<file path="config.mk">
export PLATFORM = sky130hd
export DESIGN_NAME = regfile_onehot_sb
export DESIGN_NICKNAME = d
export VERILOG_FILES = /design/src/rtl/regfile_onehot_sb_pkg.sv /design/src/rtl/regfile_onehot_sb_onehot_encoder.sv /design/src/rtl/regfile_onehot_sb.sv
export SDC_FILE = /design/constraint.sdc
export NUM_CORES = 2
export LEC_CHECK = 0
export BUFFER_PORTS_ARGS = -buffer_cell sky130_fd_sc_hd__buf_2
export CAP_MARGIN = 20
export CORE_MARGIN = 3
export CORE_UTILIZATION = 45
export DETAILED_ROUTE_END_ITERATION = 8
export GPL_ROUTABILITY_DRIVEN = 1
export SETUP_SLACK_MARGIN = 0.5
export SYNTH_ARGS = -nofsm -noshare
export SYNTH_HDL_FRONTEND = slang
export SYNTH_SLANG_ARGS = --single-unit
</file>
<file path="constraint.sdc">
create_clock -name clk -period 5.82 [get_ports clk]
set_clock_uncertainty 0.2 [all_clocks]
set_input_delay 0.291 -clock clk [delete_from_list [all_inputs] [get_ports clk]]
set_output_delay 0.291 -clock clk [all_outputs]
set_load 0.05 [all_outputs]
</file>
<file path="src/rtl/regfile_onehot_sb_pkg.sv">
// ---------------------------------------------------------------------------
// regfile_onehot_sb_pkg
// Shared CPU definitions used by the register file and its one-hot encoder.
//   DATA_W    : architectural register width
//   REG_NUM   : number of architectural registers (one-hot vector width)
//   ADDR_W    : register index width, log2(REG_NUM)
//   reg_idx_t : register index type
//   ZERO_REG  : hard-wired zero register index
// ---------------------------------------------------------------------------
package regfile_onehot_sb_pkg;

  localparam int DATA_W  = 32;
  localparam int REG_NUM = 32;
  localparam int ADDR_W  = 5;

  typedef logic [ADDR_W-1:0] reg_idx_t;

  localparam reg_idx_t ZERO_REG = '0;

endpackage

</file>
<file path="src/rtl/regfile_onehot_sb_onehot_encoder.sv">
// ---------------------------------------------------------------------------
// onehot_encoder
// Purely combinational classifier/encoder for a one-hot select vector.
// Ports:
//   vec       in  N-bit select vector
//   idx       out position of the set bit (meaningful only when is_onehot)
//   is_onehot out exactly one bit set
//   is_zero   out no bit set
//   multi     out two or more bits set (malformed)
// ---------------------------------------------------------------------------
module onehot_encoder
  import regfile_onehot_sb_pkg::*;
#(
  parameter int N = REG_NUM,
  parameter int W = ADDR_W
) (
  input  logic [N-1:0] vec,
  output logic [W-1:0] idx,
  output logic         is_onehot,
  output logic         is_zero,
  output logic         multi
);

  logic at_most_one;

  // Clearing the lowest set bit leaves zero only if at most one bit was set.
  assign is_zero     = (vec == '0);
  assign at_most_one = ((vec & (vec - N'(1))) == '0);
  assign is_onehot   = at_most_one && !is_zero;
  assign multi       = !at_most_one;

  // OR-ing positions of set bits gives the exact index for a one-hot input.
  always_comb begin
    idx = '0;
    for (int i = 0; i < N; i++) begin
      if (vec[i]) idx = idx | W'(i);
    end
  end

endmodule

</file>
<file path="src/rtl/regfile_onehot_sb.sv">
// ---------------------------------------------------------------------------
// regfile_onehot_sb
// 32x32 register file with one-hot write select, two combinational read
// ports with same-cycle write-through bypass, and a pending-write scoreboard.
// Ports:
//   clk, rst_n     clock (rising edge), async active-low reset
//   we_onehot      one-hot write select (enable folded in), 0 = no write
//   wdata          write-back data
//   issue_onehot   one-hot "destination outstanding" mark, 0 = none
//   raddr1/raddr2  read addresses
//   rdata1/rdata2  combinational read data (register 0 reads as 0)
//   busy1/busy2    source not yet available (stall)
//   pend_cnt       registered count of pending registers
//   onehot_err     sticky flag for malformed one-hot vectors
// ---------------------------------------------------------------------------
module regfile_onehot_sb
#(
  parameter int DATA_W  = regfile_onehot_sb_pkg::DATA_W,
  parameter int REG_NUM = regfile_onehot_sb_pkg::REG_NUM,
  parameter int ADDR_W  = regfile_onehot_sb_pkg::ADDR_W
) (
  input  logic               clk,
  input  logic               rst_n,
  input  logic [REG_NUM-1:0] we_onehot,
  input  logic [DATA_W-1:0]  wdata,
  input  logic [REG_NUM-1:0] issue_onehot,
  input  logic [ADDR_W-1:0]  raddr1,
  input  logic [ADDR_W-1:0]  raddr2,
  output logic [DATA_W-1:0]  rdata1,
  output logic [DATA_W-1:0]  rdata2,
  output logic               busy1,
  output logic               busy2,
  output logic [ADDR_W:0]    pend_cnt,
  output logic               onehot_err
);

  import regfile_onehot_sb_pkg::*;

  localparam logic [ADDR_W-1:0] ZERO_IDX = ADDR_W'(ZERO_REG);

  logic [DATA_W-1:0]  regs [REG_NUM];
  logic [REG_NUM-1:0] pending;

  logic [ADDR_W-1:0]  w_idx, i_idx;
  logic               w_onehot, w_zero, w_multi;
  logic               i_onehot, i_zero, i_multi;
  logic               wvalid, ivalid;
  logic               unused_zero;
  logic [REG_NUM-1:0] set_vec, clr_vec;
  logic               cnt_inc, cnt_dec;

  onehot_encoder #(.N(REG_NUM), .W(ADDR_W)) u_wenc (
    .vec       (we_onehot),
    .idx       (w_idx),
    .is_onehot (w_onehot),
    .is_zero   (w_zero),
    .multi     (w_multi)
  );

  onehot_encoder #(.N(REG_NUM), .W(ADDR_W)) u_ienc (
    .vec       (issue_onehot),
    .idx       (i_idx),
    .is_onehot (i_onehot),
    .is_zero   (i_zero),
    .multi     (i_multi)
  );

  // Emptiness alone carries no action here; multi/is_onehot decide everything.
  assign unused_zero = w_zero ^ i_zero;

  // A select of register 0 alone is a silent no-op.
  assign wvalid = w_onehot && (w_idx != ZERO_IDX);
  assign ivalid = i_onehot && (i_idx != ZERO_IDX);

  assign clr_vec = wvalid ? (REG_NUM'(1) << w_idx) : '0;
  assign set_vec = ivalid ? (REG_NUM'(1) << i_idx) : '0;

  // Counter tracks popcount(pending) incrementally. A write that lands on the
  // index being re-issued in the same cycle does not clear, so no decrement.
  assign cnt_inc = ivalid && !pending[i_idx];
  assign cnt_dec = wvalid && pending[w_idx] && !(ivalid && (i_idx == w_idx));

  always_ff @(posedge clk or negedge rst_n) begin
    if (!rst_n) begin
      for (int i = 0; i < REG_NUM; i++) regs[i] <= '0;
      pending    <= '0;
      pend_cnt   <= '0;
      onehot_err <= 1'b0;
    end else begin
      if (wvalid) regs[w_idx] <= wdata;
      // Set after clear so a new producer wins over the completing one.
      pending    <= (pending & ~clr_vec) | set_vec;
      pend_cnt   <= pend_cnt + (ADDR_W+1)'(cnt_inc) - (ADDR_W+1)'(cnt_dec);
      onehot_err <= onehot_err | w_multi | i_multi;
    end
  end

  // Read ports: zero register first, then bypass of this cycle's write.
  always_comb begin
    rdata1 = regs[raddr1];
    if (raddr1 == ZERO_IDX) rdata1 = '0;
    else if (wvalid && (w_idx == raddr1)) rdata1 = wdata;
  end

  always_comb begin
    rdata2 = regs[raddr2];
    if (raddr2 == ZERO_IDX) rdata2 = '0;
    else if (wvalid && (w_idx == raddr2)) rdata2 = wdata;
  end

  // Bypassed data is usable, so a matching write this cycle lifts the stall.
  assign busy1 = (raddr1 != ZERO_IDX) && pending[raddr1] && !(wvalid && (w_idx == raddr1));
  assign busy2 = (raddr2 != ZERO_IDX) && pending[raddr2] && !(wvalid && (w_idx == raddr2));

endmodule

</file>
Yosys cells after proc, flatten, opt, wreduce, memory -nomap -nowiden:

Index checks and enable logic that the tools add are counted.

* add/sub/neg operators: 4
* magnitude comparators: 8
* equality and inequality tests: 3
* shift-type cells: 2
* multiplexer cells: 87
* bitwise gates (word level): 10
* reductions and logical operators: 33

Operators by type and width (count)
* bitwise mux 1024 bit: 1
* 2-to-1 mux 32 bit: 13
* binary-select mux 32 bit (select 5 bit): 2
* demux 32 bit (select 5 bit): 1
* 2-to-1 mux 5 bit: 32
* logical NOT 32 bit: 4
* bitwise AND 32 bit: 3
* 2-to-1 mux 4 bit: 16
* << shifter 1 x 5 -> 32 bit (first input constant): 2
* subtractor 32 x 1 -> 32 bit (second input constant): 2
* inverter 32 bit: 1
* OR 32 bit: 1
* < comparator 5 x 6 -> 1 bit (second input constant): 4
* 2-to-1 mux 3 bit: 8
* binary-select mux 1 bit (select 5 bit): 4
* nonzero test 5 bit: 4
* greater-or-equal comparator 6 bit (second input constant): 3
* inverter 5 -> 6 bit: 3
* equality test 5 bit: 3
* logical AND 1 bit: 15
* logical NOT 5 bit: 2
* logical NOT 1 bit: 8
* 2-to-1 mux 2 bit: 4
* adder 6 x 1 -> 6 bit: 1
* other kinds (4): 10

* bits in registers: 1063
* input port bits: 108
* output and inout port bits: 73
* logic and storage cells: 182

Depth between registers and ports, before layout:

* word-level depth: 37
* depth in mapped cells: 20
* mapped depth without buffers: 17

Cells and area by module:

A second synthesis with hierarchy kept.

* cell total of the unflattened synthesis: 4198
* area total of the unflattened synthesis: 58971.6 um^2

Modules (own cells, without submodules)
* regfile_onehot_sb: instances 1, cells an instance 4014, area an instance 57790.4 um^2, seq. area each 26600.5 um^2
* onehot_encoder: instances 2, cells an instance 92, area an instance 590.6 um^2, seq. area each 0.0 um^2

Worst setup path after synthesis:

OpenSTA, ideal clock, no wires.

* kind: input -> register
* from: input issue_onehot[9]
* to: register pend_cnt[4]
* setup time: 0.123 ns
* data arrival time: 4.103 ns
* required time: 5.497 ns
* path slack: 1.395 ns
* cell stages on the path: 18
* path buffers: 1
* cell sequence: or4_1 -> nand2b_1 -> clkbuf_1 -> nor4_1 -> nor2b_1 -> nand3_1 -> nand4_1 -> nor3_1 -> a2111oi_0 -> ha_1 -> inv_1 -> ha_1 -> inv_1 -> fa_1 -> inv_1 -> a21o_1 -> a21oi_1 -> xnor2_1

* cells in the longest elaborated chain, start to end: 29
* elaborated cells between the ends (all ways): 41
* classes of those cells: add/sub (3); eq/ne (1); mux (25); bitwise (1); reduce/logical (11)

Ends and longest elaborated chain
* start: declaration: line regfile_onehot_sb.sv:26 `input logic [REG_NUM-1:0] issue_onehot,`
* 2-to-1 mux 4 bit (7 in a row): line regfile_onehot_sb_onehot_encoder.sv:36 `if (vec[i]) idx = idx | W'(i);`
* 2-to-1 mux 5 bit (16 in a row): line regfile_onehot_sb_onehot_encoder.sv:36
* binary-select mux 1 bit (select 5 bit) or nonzero test 5 bit (tied branches): line regfile_onehot_sb.sv:80, regfile_onehot_sb.sv:73
* 2-to-1 mux 1 bit (not written as such) or logical AND 1 bit (tied branches): line regfile_onehot_sb.sv:80, regfile_onehot_sb.sv:73
* logical NOT 1 bit or logical AND 1 bit (tied branches): line regfile_onehot_sb.sv:80, regfile_onehot_sb.sv:81
* logical AND 1 bit or logical NOT 1 bit (tied branches): line regfile_onehot_sb.sv:80, regfile_onehot_sb.sv:81
* adder 6 x 1 -> 6 bit or logical AND 1 bit (tied branches): line regfile_onehot_sb.sv:93, regfile_onehot_sb.sv:81
* subtractor 6 x 1 -> 6 bit (*): line regfile_onehot_sb.sv:93 `pend_cnt <= pend_cnt + (ADDR_W+1)'(cnt_inc) - (ADDR_W+1)'(cnt_dec);`
* end signal: assignment: line regfile_onehot_sb.sv:93
* end: declaration: line regfile_onehot_sb.sv:33 `output logic [ADDR_W:0] pend_cnt,`

Mark *: on every way between the ends. The rest lies on a longest branch, timed or not. The select of a mux whose other input is x is not followed.
A chain may end at the register's enable or synchronous reset.

Worst setup path in the final report:

* from: input we_onehot[1]
* to: output rdata1[31]

* cells in the longest elaborated chain, start to end: 37
* elaborated cells between the ends (all ways): 44
* classes of those cells: add/sub (1); eq/ne (1); mux (34); bitwise (1); reduce/logical (7)

Ends and longest elaborated chain
* start: declaration: line regfile_onehot_sb.sv:24 `input logic [REG_NUM-1:0] we_onehot,`
* 2-to-1 mux 1 bit: line regfile_onehot_sb_onehot_encoder.sv:36
* 2-to-1 mux 2 bit (2 in a row): line regfile_onehot_sb_onehot_encoder.sv:36
* 2-to-1 mux 3 bit (4 in a row): line regfile_onehot_sb_onehot_encoder.sv:36
* 2-to-1 mux 4 bit (8 in a row): line regfile_onehot_sb_onehot_encoder.sv:36
* 2-to-1 mux 5 bit (16 in a row): line regfile_onehot_sb_onehot_encoder.sv:36
* nonzero test 5 bit: line regfile_onehot_sb.sv:72 `assign wvalid = w_onehot && (w_idx != ZERO_IDX);`
* logical AND 1 bit: line regfile_onehot_sb.sv:72
* logical AND 1 bit (*): line regfile_onehot_sb.sv:102 `else if (wvalid && (w_idx == raddr1)) rdata1 = wdata;`
* 2-to-1 mux 32 bit (*): line regfile_onehot_sb.sv:102
* 2-to-1 mux 32 bit (*) (2 in a row): line regfile_onehot_sb.sv:101 `if (raddr1 == ZERO_IDX) rdata1 = '0;`
* end: declaration: line regfile_onehot_sb.sv:29 `output logic [DATA_W-1:0] rdata1,`

Marks and branches as above.

==> reports/metrics.csv <==
stage,metric,value,unit
run_status,status,completed,
global_route,overflow,0,
synthesis,syn_avg_cell_area,15.3,um2
detailed_routing,dr.first_iter.drc_count,3339,
run,maxCapViolCount,0,
synthesis,synth_edf_count,0,
timing,hold_violations,0,
cells_and_area,syn2layout_area_growth,11.5,%
global_route,use_met3,3.95,%
global_route,track_usage,26.1,%
cells_and_area,nets,3972,
cells_and_area,nFillCells,11000,
worst_setup_path,cp.arrival,4.44,ns
timing,holdWs,0.0230,ns
placement,dp.cells,5459,
synthesis,synth_seq_cells,1063,
detailed_routing,vias,36500,
synthesis,synthArstFlopShare,100,%
cells_and_area,drive_above_1_share,53.5,%
clock_network,postCtsSetupBuffers,0,
clock_network,htreeDepth,3,
timing,slew_headroom,29.9,%
cells_and_area,design_area,65700,um2
worst_setup_path,rr_worst_depth,14,
cells_and_area,num_antenna_cells,0,
worst_hold_path,hp-class,in2async,
global_route,antenna_found_initial,5,
timing,setup_violations,0,
detailed_routing,drt-vias-per-instance,6.40,
synthesis,synth_cell_types,68,
detailed_routing,firstDrtPassIters,7,
worst_setup_path,required,5.33,ns
global_route,grt_pass1_wl,262000,um
clock_network,clock-sinks,1063,
placement,hpwl,100000,um
clock_network,cts_buffer_depth,3,
power,power.density,245,nW/um2
synthesis,synth_nets,3966,
synthesis,yosysMostFrequentCell,dfrtp_1,
placement,placed_area,61500,um2
floorplanning,fp-row-count,132,
floorplanning,dieArea,135000,um2
clock_network,clock_latency,0.73,ns
cells_and_area,final-seq-area,26600,um2
synthesis,synthCells,3851,
cells_and_area,fin_cells,5700,
worst_setup_path,path_class,in2out,
clock_network,cts_resized,0,
global_route,grt_max_degree,168,
synthesis,ys.flop_type,dfrtp_1,
power,p_leak,0.0307,uW
synthesis,synthTopCellsByArea,"dfrtp_1, mux4_2, mux2_2, mux2i_1, clkbuf_1",
synthesis,synth_top_area_cell,dfrtp_1,
worst_setup_path,cp-end-kind,primary output,
floorplanning,die_y,368,um
timing,min_period,4.93,ns
timing,finalMaxSlewViolations,0,
synthesis,synthDominantCellAreaShare,45.1,%
synthesis,seq_area_frac_synth,45.1,%
global_route,grt_pass1_vias,37900,
clock_network,cts_tree,done,
power,vdd_drop_max,0.000256,V
timing,tightest_slew,1.05,ns
floorplanning,core_area,130000,um2
synthesis,synthesis.area,59000,um2
worst_setup_path,cp_max_fo,33,
cells_and_area,utilization,50.6,%
worst_setup_path,start_kind,input port,
placement,gp_routability_congestion,0.879,
detailed_routing,wl_per_cell,30.8,um
synthesis,ys_warn_count,0,
global_route,globalRouteMet1Util,35.8,%
global_route,busiest_layer,met2,
cells_and_area,multi_input_area,30600,um2
clock_network,cts_buffers,118,
timing,tns,0,ns
detailed_routing,drc,0,
clock_network,clk_pin_slew,0.06,ns
synthesis,yosys-top-cells-count,"dfrtp_1, mux2_2, mux4_2",
floorplanning,start_util,45.4,%
timing,max_freq,203,MHz
floorplanning,die_w,368,um
detailed_routing,drt_wl_total,176000,um
detailed_routing,detail-route-antenna-nets,0,
timing,rsz0062_at_grt,false,
global_route,use_met2,42.9,%
floorplanning,ios,181,
timing,period_share,84.6,%
clock_network,clock-root-buffer,clkbuf_16,
placement,port_buffers,180,
report_power, final:
| group | switching (uW) | total [uW] | leakage, uW | internal, uW |
|---|---|---|---|---|
| registers | 0.0000855 | 7390 | 0.0148 | 7390 |
| logic | 695 | 985 | 0.0139 | 290 |
| clock network | 3190 | 7740 | 0.00198 | 4560 |
| total | 3880 | 16100 | 0.0307 | 12200 |
what timing repair did:
item	CTS	global route
hold buffers	20	0
setup endpoints to repair	0	0
endpoints found under the hold margin	389	0
per-layer routing:
metal | share of wire, % | up-vias
met4 | 3.3 | 2
met5 | 0.011 | -
li1 | - | 15100
met2 | 49 | 1116
met3 | 5.3 | 297
met1 | 42 | 20000
registers in the layout (all words and copies together) (netlist names):
name / flops
regs: 1024
pend_cnt: 6
onehot_err: 1
pending: 32
worst paths after layout:
path | start | to | slack, ns
setup / recovery | we_onehot[1] | rdata1[31] | 0.89
hold / removal | rst_n | onehot_err | 0.02
setup reg to reg | pending[21] | pend_cnt[4] | 2.40
hold reg to reg | regs[992] | regs[992] | 0.19
max in group asynchronous | rst_n | regs[947] | 3.84
min in group clk | wdata[16] | regs[912] | 0.04
critical path, cell delays in order:
cell and delay, ns:
buf_2 0.13, nor4_1 0.59, nand4_1 0.15, buf_4 0.21
a2111oi_1 0.37, o211ai_1 0.23, or4_1 0.61, or4_4 0.97
mux2i_1 0.54, nor2_1 0.09, buf_2 0.24
per-stage QoR:
| stage | power, uW | setup WS (ns) |
|---|---|---|
| after floorplan | 8050 | 1.39 |
| after global placement | 8520 | 0.643 |
| after detailed placement | 8520 | 0.705 |
| after CTS | 16300 | 0.868 |
| after global routing | 16600 | 0.703 |
| final | 16100 | 0.894 |
layout make-up:
cell class	instances	area share, %
Sequential cell	1063	40.5
Multi-Input combinational cell	2331	46.5
Tap cell	1742	3.32
Clock buffer	179	5.35
Clock inverter	42	0.784
Inverter	30	0.171
Timing Repair Buffer	313	3.44
placed cells by master, fill, tap and decap left out, drive strengths merged, types with 5 or more instances in the layout:
master	synthesis	final
nand2	73	73
o22ai	22	22
dfrtp	1063	1063
maj3	5	5
dlygate4sd3	0	20
clkbuf	296	180
xnor2	15	15
o31ai	5	5
o2bb2ai	5	5
nor2b	12	12
or3	12	12
buf	131	292
or2	5	5
ha	6	6
nand3	15	15
nor3	23	23
clkinv	0	26
xor2	5	5
nor2	120	120
mux4	628	628
inv	30	33
a211oi	5	5
mux2i	135	135
a21oi	13	13
nor4	32	32
o211ai	6	6
o221ai	25	25
nand4	26	26
bufinv	0	9
mux2	1045	1045
o21ai	23	23
a2111oi	5	5
or4	13	13
nand2b	5	5
cell families after synthesis:
logic type,Yosys count,share of synthesized area [%]
AO/OA/AOI/OAI,139,1.71
buffers and inverters,457,3.22
XOR/XNOR,20,0.297
flip-flops,1063,45.1
AND/OR/NAND/NOR,352,3.17
adder cells (fa/ha/maj),12,0.246
multiplexers,1808,46.2
No activity file was read; power rests on OpenSTA's default activity.
